[config.mk]
export PLATFORM = sky130hd
export DESIGN_NAME = arb_req_queue
export DESIGN_NICKNAME = d
export VERILOG_FILES = /design/src/rtl/arb_req_queue.sv
export SDC_FILE = /design/constraint.sdc
export NUM_CORES = 1
export LEC_CHECK = 0
export BUFFER_PORTS_ARGS = -buffer_cell sky130_fd_sc_hd__buf_2
export CAP_MARGIN = 5
export CORE_MARGIN = 2
export CORE_UTILIZATION = 40
export CTS_CLUSTER_SIZE = 8
export DETAILED_ROUTE_END_ITERATION = 8
export GPL_TIMING_DRIVEN = 0
export HOLD_SLACK_MARGIN = 0.06
export REMOVE_ABC_BUFFERS = 1
export SLEW_MARGIN = 20
export SYNTH_ARGS = -nofsm -noshare
export SYNTH_HDL_FRONTEND = slang
export SYNTH_SLANG_ARGS = --single-unit
[constraint.sdc]
create_clock -name clk -period 3.8 [get_ports clk]
set_clock_uncertainty 0.05 [all_clocks]
set_input_delay 0.76 -clock clk [delete_from_list [all_inputs] [get_ports clk]]
set_output_delay 0.76 -clock clk [all_outputs]
set_load 0.01 [all_outputs]
[src/rtl/arb_req_queue.sv]
// arb_req_queue: four per-requester command FIFOs feeding a 4-way round-robin
// arbiter. REQ reflects FIFO occupancy; a one-hot GNT pops the granted FIFO
// head onto a single registered output tagged with its source index.
module arb_req_queue #(
  parameter int unsigned DATA_W = 8,
  parameter int unsigned DEPTH  = 4
) (
  input  logic                  clk,
  input  logic                  rst,
  input  logic [3:0]            in_valid,
  input  logic [4*DATA_W-1:0]   in_data,
  output logic [3:0]            in_ready,
  output logic [3:0]            REQ,
  input  logic [3:0]            GNT,
  output logic                  out_valid,
  output logic [DATA_W-1:0]     out_data,
  output logic [1:0]            out_src,
  output logic                  err_gnt,
  output logic [7:0]            drop_cnt
);

  localparam int unsigned CNT_W = $clog2(DEPTH) + 1;
  localparam int unsigned PTR_W = $clog2(DEPTH);

  logic [DATA_W-1:0] mem    [4][DEPTH];
  logic [CNT_W-1:0]  count  [4];
  logic [PTR_W-1:0]  wr_ptr [4];
  logic [PTR_W-1:0]  rd_ptr [4];

  logic [3:0] push;
  logic [3:0] drop;
  logic [3:0] pop;
  logic       multi;
  logic [1:0] pop_idx;
  logic [2:0] n_drop;
  logic [8:0] drop_sum;

  // Per-FIFO status, push/pop qualification and saturating drop accounting
  always_comb begin
    in_ready = '0;
    REQ      = '0;
    push     = '0;
    drop     = '0;
    pop      = '0;
    pop_idx  = '0;
    n_drop   = '0;
    multi    = (GNT & (GNT - 4'd1)) != 4'd0;
    for (int unsigned i = 0; i < 4; i++) begin
      in_ready[i] = count[i] != CNT_W'(DEPTH);
      REQ[i]      = count[i] != '0;
      push[i]     = in_valid[i] & in_ready[i];
      drop[i]     = in_valid[i] & ~in_ready[i];
      // A grant to an empty FIFO is normal arbiter lag and simply pops nothing
      pop[i]      = GNT[i] & ~multi & REQ[i];
      if (GNT[i]) pop_idx = 2'(i);
      n_drop      = n_drop + 3'(drop[i]);
    end
    drop_sum = {1'b0, drop_cnt} + 9'(n_drop);
  end

  // FIFO storage; not cleared by reset, and writes are blocked while in reset
  always_ff @(posedge clk) begin
    for (int unsigned i = 0; i < 4; i++) begin
      if (rst && push[i]) mem[i][wr_ptr[i]] <= in_data[i*DATA_W +: DATA_W];
    end
  end

  // Pointer and occupancy update; simultaneous push and pop leaves count unchanged
  always_ff @(posedge clk) begin
    for (int unsigned i = 0; i < 4; i++) begin
      if (!rst) begin
        count[i]  <= '0;
        wr_ptr[i] <= '0;
        rd_ptr[i] <= '0;
      end else begin
        if (push[i]) wr_ptr[i] <= wr_ptr[i] + 1'b1;
        if (pop[i])  rd_ptr[i] <= rd_ptr[i] + 1'b1;
        case ({push[i], pop[i]})
          2'b10:   count[i] <= count[i] + 1'b1;
          2'b01:   count[i] <= count[i] - 1'b1;
          default: count[i] <= count[i];
        endcase
      end
    end
  end

  // Registered output word, sticky grant error and saturating drop counter
  always_ff @(posedge clk) begin
    if (!rst) begin
      out_valid <= 1'b0;
      out_data  <= '0;
      out_src   <= '0;
      err_gnt   <= 1'b0;
      drop_cnt  <= '0;
    end else begin
      out_valid <= |pop;
      if (|pop) begin
        out_data <= mem[pop_idx][rd_ptr[pop_idx]];
        out_src  <= pop_idx;
      end
      if (multi) err_gnt <= 1'b1;
      drop_cnt <= drop_sum[8] ? 8'hFF : drop_sum[7:0];
    end
  end

endmodule

==> run_results.csv, run 1 <==
group,metric,value,unit
outcome,status,"complete, no violations",
synthesis,synth-compound-area-share,7.16,%
synthesis,synthSimpleGateAreaFrac,8.55,%
layout,layout.cells.non_filler,893,
timing,maxSlewViolCount,0,
clock_tree,cts-root-buf,"clkbuf_16",
floorplanning,start_util,40.4,%
setup_path,path_max_fanout,39,
global_routing,overflow,0,
clock_tree,cts_tree,"yes",
clock_tree,clock_latency,430,ps
synthesis,yosysUniqueCellTypes,43,
placement,preCtsSetupSlack,32.1,ps
setup_path,start_kind,"input pin",
synthesis,synth_seq_area_share,65.1,%
global_routing,antenna_found_initial,4,
layout,nets,695,
layout,fin_util,46.3,%
setup_path,r2r_slack,660,ps
synthesis,synth_top_area_cell,"edfxtp_1",
run,maxCapViolCount,0,
placement,numPortBuffers,69,
floorplanning,row_count,51,
timing,fmax,297,MHz
pwr,p_leak,0.00334,µW
global_routing,grt.total_usage,17.8,%
placement,post-dp-hpwl,12100,µm
setup_path,ff2ff_path_depth,12,
setup_path,crit_chain,"buf_2, nor2b_2, nand3_1, inv_1, ha_1, nand2_1, fa_1, xor2_1, nor3_1, a21oi_1, nor2_1",
global_routing,grt_pass1_wl,26600,µm
layout,regArea,5080,µm²
setup_path,worstPathArrival,3460,ps
layout,fillCellCount,1713,
setup_path,crit_type,"input pin to flop",
layout,layout-drive-gt1-share,21.3,%
hold_path,whs_path_depth,2,
layout,insertedDiodeCount,0,
routing,drtAntennaViolNets,0,
timing,rsz0062_at_grt,"false",
synthesis,ys_warn_count,0,
setup_path,end_kind,"flop",
routing,vias,4719,
synthesis,synth_top_cell_area_share,60.0,%
setup_path,crit_family,"simple AND/OR/NAND/NOR gates",
floorplanning,io_pins,70,
timing,worst_slew_pin_slew,1000,ps
synthesis,async_flop_share,0,%
global_routing,grt_max_degree,40,
floorplanning,chipHeight,144,µm
global_routing,grt_pass1_vias,4823,
hold_path,hold_path_startpoint,"err_gnt$_SDFFE_PN0P_",
floorplanning,core_area,19300,µm²
synthesis,synth_edf_count,156,
timing,setup_viol,0,
layout,multiInputGateArea,2480,µm²
timing,fin_crit,3370,ps
setup_path,timing.rr.end,"drop_cnt[4]$_SDFF_PN0_",
clock_tree,post_cts_buffers,0,
clock_tree,ctsHoldBuffers,0,
synthesis,synth_xor_area_share,1.35,%
routing,first_pass_iters,6,
synthesis,ys_ff_latch,176,
synthesis,syn_area_per_cell,14.2,µm²
synthesis,postSynthCellCount,552,
layout,syn_to_final_growth,14.6,%
clock_tree,clkTransAtPathRegs,60,ps
setup_path,required,3890,ps
placement,gp_congestion,0.843,
floorplanning,die_w,144,µm
placement,place_inst,861,
setup_path,critPathBufInv,2,
pwr,powerDensity,489,nW/µm²
routing,totalWireLength,17500,µm
synthesis,synth_top_family_by_area,"simple AND/OR/NAND/NOR gates",
setup_path,r2r_start,"count[0][0]$_DFFE_PP_",
synthesis,synthTopCellsByArea,"edfxtp_1, ha_1, dfxtp_1, mux2_2, a222oi_1",
timing,hold_ws,429,ps
floorplanning,die-area,20700,µm²
hold_path,holdPathEnd,"err_gnt$_SDFFE_PN0P_",
routing,drt-initial-drc-count,335,
routing,drc,0,
synthesis,synthFlopType,"edfxtp_1",
clock_tree,cts_resized,0,
setup_path,critPathMaxStageDelay,620,ps
routing,wl_per_cell,19.6,µm
clock_tree,cts_max_level,4,
clock_tree,cts_buffers,17,
routing,routed_via_density,5.28,
synthesis,synth_area,7810,µm²
timing,finalHoldViolCount,0,
pwr,vdd_drop_max,336,µV
timing,period_share,88.7,%
clock_tree,clock-sinks,176,
synthesis,synthAdderAreaFrac,6.60,%
hold_path,hold_class,"flop to flop",
timing,setup_ws,431,ps
setup_path,slowest_stage,"nor2b_2",
timing,slew_headroom,33.1,%
synthesis,yosys-mux-area-fraction,7.98,%
clock_tree,clock_path_buffers,2,
[state kept, by name (all words and copies together), names as in the netlist]
register,count
mem,128
count,12
drop_cnt,8
out_data,8
rd_ptr,8
wr_ptr,8
out_src,2
err_gnt,1
out_valid,1
[synth_stat cells, types with 2 or more instances]
| cell type | count |
|---|---|
| nor2b_1 | 4 |
| o21ai_0 | 14 |
| nor3_1 | 15 |
| inv_1 | 32 |
| o22ai_1 | 2 |
| buf_6 | 2 |
| buf_2 | 9 |
| fa_1 | 4 |
| nand2b_1 | 14 |
| nand4_1 | 2 |
| dfxtp_1 | 20 |
| nand4b_1 | 2 |
| edfxtp_1 | 156 |
| mux2_2 | 33 |
| mux2i_1 | 24 |
| nand3_1 | 9 |
| o221ai_1 | 7 |
| a21oi_1 | 20 |
| a31oi_1 | 3 |
| xor2_1 | 5 |
| a222oi_1 | 24 |
| xnor2_1 | 7 |
| and2_1 | 21 |
| clkbuf_1 | 12 |
| nand2_1 | 26 |
| ha_1 | 34 |
| nor2_1 | 35 |
[cell families (layout without fill, tap and decap cells)]
| group | count (synthesis) | after routing |
|---|---|---|
| mux | 58 | 58 |
| flops | 176 | 176 |
| fa+ha+maj | 39 | 39 |
| xor+xnor | 12 | 12 |
| compound gates | 75 | 75 |
| buf+inv | 58 | 134 |
| simple gates | 134 | 134 |
[metrics by stage]
step                power (µW)  area (µm²)  setup TNS (ps)
detailed placement        2720        8380               0
global placement          2700        8350           -8360
floorplan                 2540        7680               0
finish                    4370        8950               0
CTS                       4420        8950               0
global route              4550        8950               0
[cells in the final DEF, fill, tap and decap left out, types with 2 or more instances in the layout]
master	Yosys	final
a21oi_1	20	20
a222oi_1	24	24
a31oi_1	3	3
and2_1	21	21
buf_2	9	69
bufinv_16	0	2
clkbuf_1	12	3
clkbuf_16	0	17
clkbuf_8	0	2
clkinv_2	0	2
clkinv_4	0	3
clkinvlp_4	0	2
dfxtp_1	20	20
edfxtp_1	156	156
fa_1	4	4
ha_1	34	34
inv_1	32	32
mux2_2	33	33
mux2i_1	24	24
nand2_1	26	26
nand2b_1	14	14
nand3_1	9	9
nand4_1	2	2
nand4b_1	2	2
nor2_1	35	35
nor2b_1	4	3
nor3_1	15	15
o21ai_0	14	14
o221ai_1	7	7
o22ai_1	2	2
xnor2_1	7	7
xor2_1	5	5
[layer usage]
layer  track usage [%]  up-vias  wire length (µm)
li1                  -     2191                 -
met1              22.2     2336              7210
met2              30.1      162              8750
met3              4.93       24              1200
met4              5.57        6               263
met5                 0        -                38
[worst max-delay path by stage]
stage / from / cells past startpoint / endpoint / slack (ps)
after floorplan: GNT[2] / 10 / count[2][2]$_SDFFCE_PN0P_ / 330
after global placement: GNT[3] / 11 / count[2][2]$_SDFFCE_PN0P_ / -1020
after detailed placement: GNT[3] / 11 / count[2][2]$_SDFFCE_PN0P_ / 30
after CTS: GNT[3] / 11 / count[2][2]$_SDFFCE_PN0P_ / 520
after global routing: GNT[3] / 11 / count[2][2]$_SDFFCE_PN0P_ / 210
final: GNT[3] / 11 / count[2][2]$_SDFFCE_PN0P_ / 430
[worst register-to-register path: cells and delay by family (launching register included)]
family	cells	cell delay, ps
AOI/OAI and AO/OA	1	200
adders and majority gates	4	1390
buffers and inverters	2	190
DFF	1	410
and+or+nand+nor	5	830
[report_power, final]
group | total, µW | internal (µW) | switching, µW
Sequential | 2240 | 2200 | 43.5
Combinational | 435 | 167 | 268
Clock | 1700 | 1000 | 695
[area by class of cell]
class / instances / share of cell area, %
flip-flops and latches: 176 / 56.8
multi-input cells: 318 / 27.7
clock buffers: 22 / 5.18
repair buffers: 70 / 4.02
well taps: 265 / 3.70
inverters: 32 / 1.34
clock inverters: 10 / 1.29
Note: power is estimated with default switching activity, not from simulation.
==> run 2: changes to the inputs <==
==> constraint.sdc (replaced) <==
create_clock -name clk -period 2.9 [get_ports clk]
set_clock_uncertainty 0.05 [all_clocks]
set_input_delay 0.58 -clock clk [delete_from_list [all_inputs] [get_ports clk]]
set_output_delay 0.58 -clock clk [all_outputs]
set_load 0.01 [all_outputs]
==> run 2 against run 1 <==
Against the previous run:
- the run now ends with DRC left
- highest routed layer unchanged
- sequential power rose by 31%
- clock power up 31%
- cell area rose by 1.5%
- largest cell class unchanged
- via count grew 2.4%
==> run_results.csv, run 2 (synthesis gave the netlist of run 1 again) <==
group,metric,value,unit
layout,nets,707,
routing,routed_via_density,5.34,
floorplanning,core_area,19300,µm²
setup_path,start_kind,"flop",
timing,hold_ws,323,ps
pwr,p_int,4430,µW
setup_path,required,3120,ps
outcome,violations,"DRC",
timing,fmax,357,MHz
timing,fin_tns_setup,0,ps
placement,numPortBuffers,69,
hold_path,hold_path_startpoint,"in_data[24]",
routing,totalWireLength,18400,µm
timing,fin_crit,2800,ps
setup_path,crit_chain,"inv_2, ha_4, nand3_2, fa_1, fa_2, inv_1, fa_2, nand2_2, nor2_4, buf_4, nor4bb_2, nor3_1",
clock_tree,cts-root-buf,"clkbuf_16",
timing,worst_slew_pin_slew,932,ps
clock_tree,clock-sinks,176,
routing,drt-initial-drc-count,390,
setup_path,slowest_stage,"fa_1",
run,maxCapViolCount,0,
routing,vias,4832,
hold_path,whs_path_depth,1,
floorplanning,die_w,144,µm
pwr,clkPwrFrac,38.6,%
global_routing,grt_pass1_vias,4867,
pwr,vdd_drop_max,441,µV
placement,post-dp-hpwl,12100,µm
global_routing,overflow,0,
clock_tree,cts_max_level,4,
timing,period_share,96.7,%
pwr,finalPower,5760,µW
global_routing,grt_max_degree,40,
routing,drtAntennaViolNets,0,
timing,maxSlewViolCount,0,
layout,layout-drive-gt1-share,24.1,%
routing,drc,1,
layout,largest_register_ffs,128,
routing,first_pass_iters,9,
floorplanning,chipHeight,144,µm
outcome,status,"finished with violations",
setup_path,crit_type,"flop to flop",
clock_tree,cts_tree,"yes",
hold_path,hold_class,"input pin to flop",
layout,fillCellCount,1701,
timing,slew_headroom,37.8,%
setup_path,ff2ff_path_depth,12,
setup_path,r2r_start,"count[0][0]$_DFFE_PP_",
layout,insertedDiodeCount,0,
pwr,swShare,23.2,%
layout,syn_to_final_growth,16.4,%
pwr,p_seq_share,51.0,%
routing,wl_per_cell,20.3,µm
floorplanning,io_pins,70,
layout,mostFrequentLayoutCell,"edfxtp_1",
setup_path,startpoint,"count[0][0]$_DFFE_PP_",
hold_path,holdPathEnd,"mem[3][16]$_DFFE_PP_",
pwr,p_leak,0.00340,µW
timing,finalHoldViolCount,0,
placement,gp_congestion,0.843,
setup_path,end_kind,"flop",
pwr,power_frac_comb,10.4,%
floorplanning,die-area,20700,µm²
setup_path,path_max_fanout,3,
global_routing,grt_pass1_wl,26800,µm
setup_path,worstPathArrival,3030,ps
pwr,switchingPower,1340,µW
floorplanning,start_util,40.4,%
setup_path,timing.rr.end,"drop_cnt[7]$_SDFF_PN0_",
clock_tree,clock_latency,430,ps
pwr,powerDensity,634,nW/µm²
global_routing,antenna_found_initial,4,
setup_path,r2r_slack,100,ps
setup_path,critPathMaxStageDelay,580,ps
clock_tree,clock_path_buffers,2,
layout,most-common-layout-cells,"edfxtp_1, buf_2, nor2_1, mux2_2, ha_1",
clock_tree,cts_buffers,17,
global_routing,grt.total_usage,17.9,%
timing,setup_viol,0,
floorplanning,row_count,51,
clock_tree,clkTransAtPathRegs,60,ps
setup_path,cp_common_cell,"fa_2",
-- run 2: cell count changes in the layout (fill, tap and decap cells not counted), sizes merged --
cell | previous run | this run
nor2 | 36 | 37
nand4 | 2 | 3
buf | 70 | 80
-- run 2: how the worst max path moves through the flow --
stage,cells past startpoint,to,slack (ps)
final,12,drop_cnt[7]$_SDFF_PN0_,100
after global routing,12,drop_cnt[7]$_SDFF_PN0_,-30
after CTS,12,drop_cnt[1]$_SDFF_PN0_,7
after detailed placement,11,count[2][2]$_SDFFCE_PN0P_,-690
after global placement,11,count[2][2]$_SDFFCE_PN0P_,-1740
after floorplan,10,count[2][2]$_SDFFCE_PN0P_,-390
-- run 2: repair_timing --
item / 4_1_cts / 5_1_grt
setup buffers: 3 / 7
cloned: 0 / 2
hold endpoints to repair: 0 / 0
hold buffers: 0 / 0
resized for setup: 5 / 10
setup endpoints to repair: 9 / 20
pin swaps: 3 / 8
-- run 2: routing by layer --
| metal | vias to the layer above | routed length (µm) | track usage (%) |
|---|---|---|---|
| li1 | 2224 | - | - |
| met1 | 2390 | 7650 | 22.2 |
| met2 | 186 | 9070 | 30.3 |
| met3 | 26 | 1340 | 4.97 |
| met4 | 6 | 282 | 5.78 |
| met5 | - | 38 | 0 |
-- run 2: layout make-up --
class	instances	area, µm²	area share [%]
multi-input cells	320	2530	27.9
repair buffers	80	440	4.84
well taps	265	332	3.65
clock buffers	22	464	5.11
clock inverters	10	115	1.27
inverters	32	120	1.32
flip-flops and latches	176	5080	55.9
-- run 2: worst max-delay path, delay by kind of cell (launching register included) --
family        cells  cell delay [ps]
flops             1              400
buf+inv           3              300
simple gates      5              590
fa+ha+maj         4             1310
-- run 2: stage by stage --
step | std cells | cell area (µm²) | util, % | setup WS, ps
floorplan | 526 | 7680 | - | -394
global placement | 860 | 8350 | 43.2 | -1740
detailed placement | 861 | 8380 | 43.3 | -688
CTS | 896 | 8990 | 46.5 | 7.38
global route | 905 | 9090 | 47.0 | -33.2
finish | 905 | 9090 | 47.0 | 96.2
-- run 2: power by group through the flow --
stage	clock [µW]	sequential, µW	combinational (µW)
after global routing	2370	2950	670
after floorplan	0	2990	334
final	2230	2940	598
after CTS	2270	2940	582
after global placement	0	2990	548
after detailed placement	0	2990	574
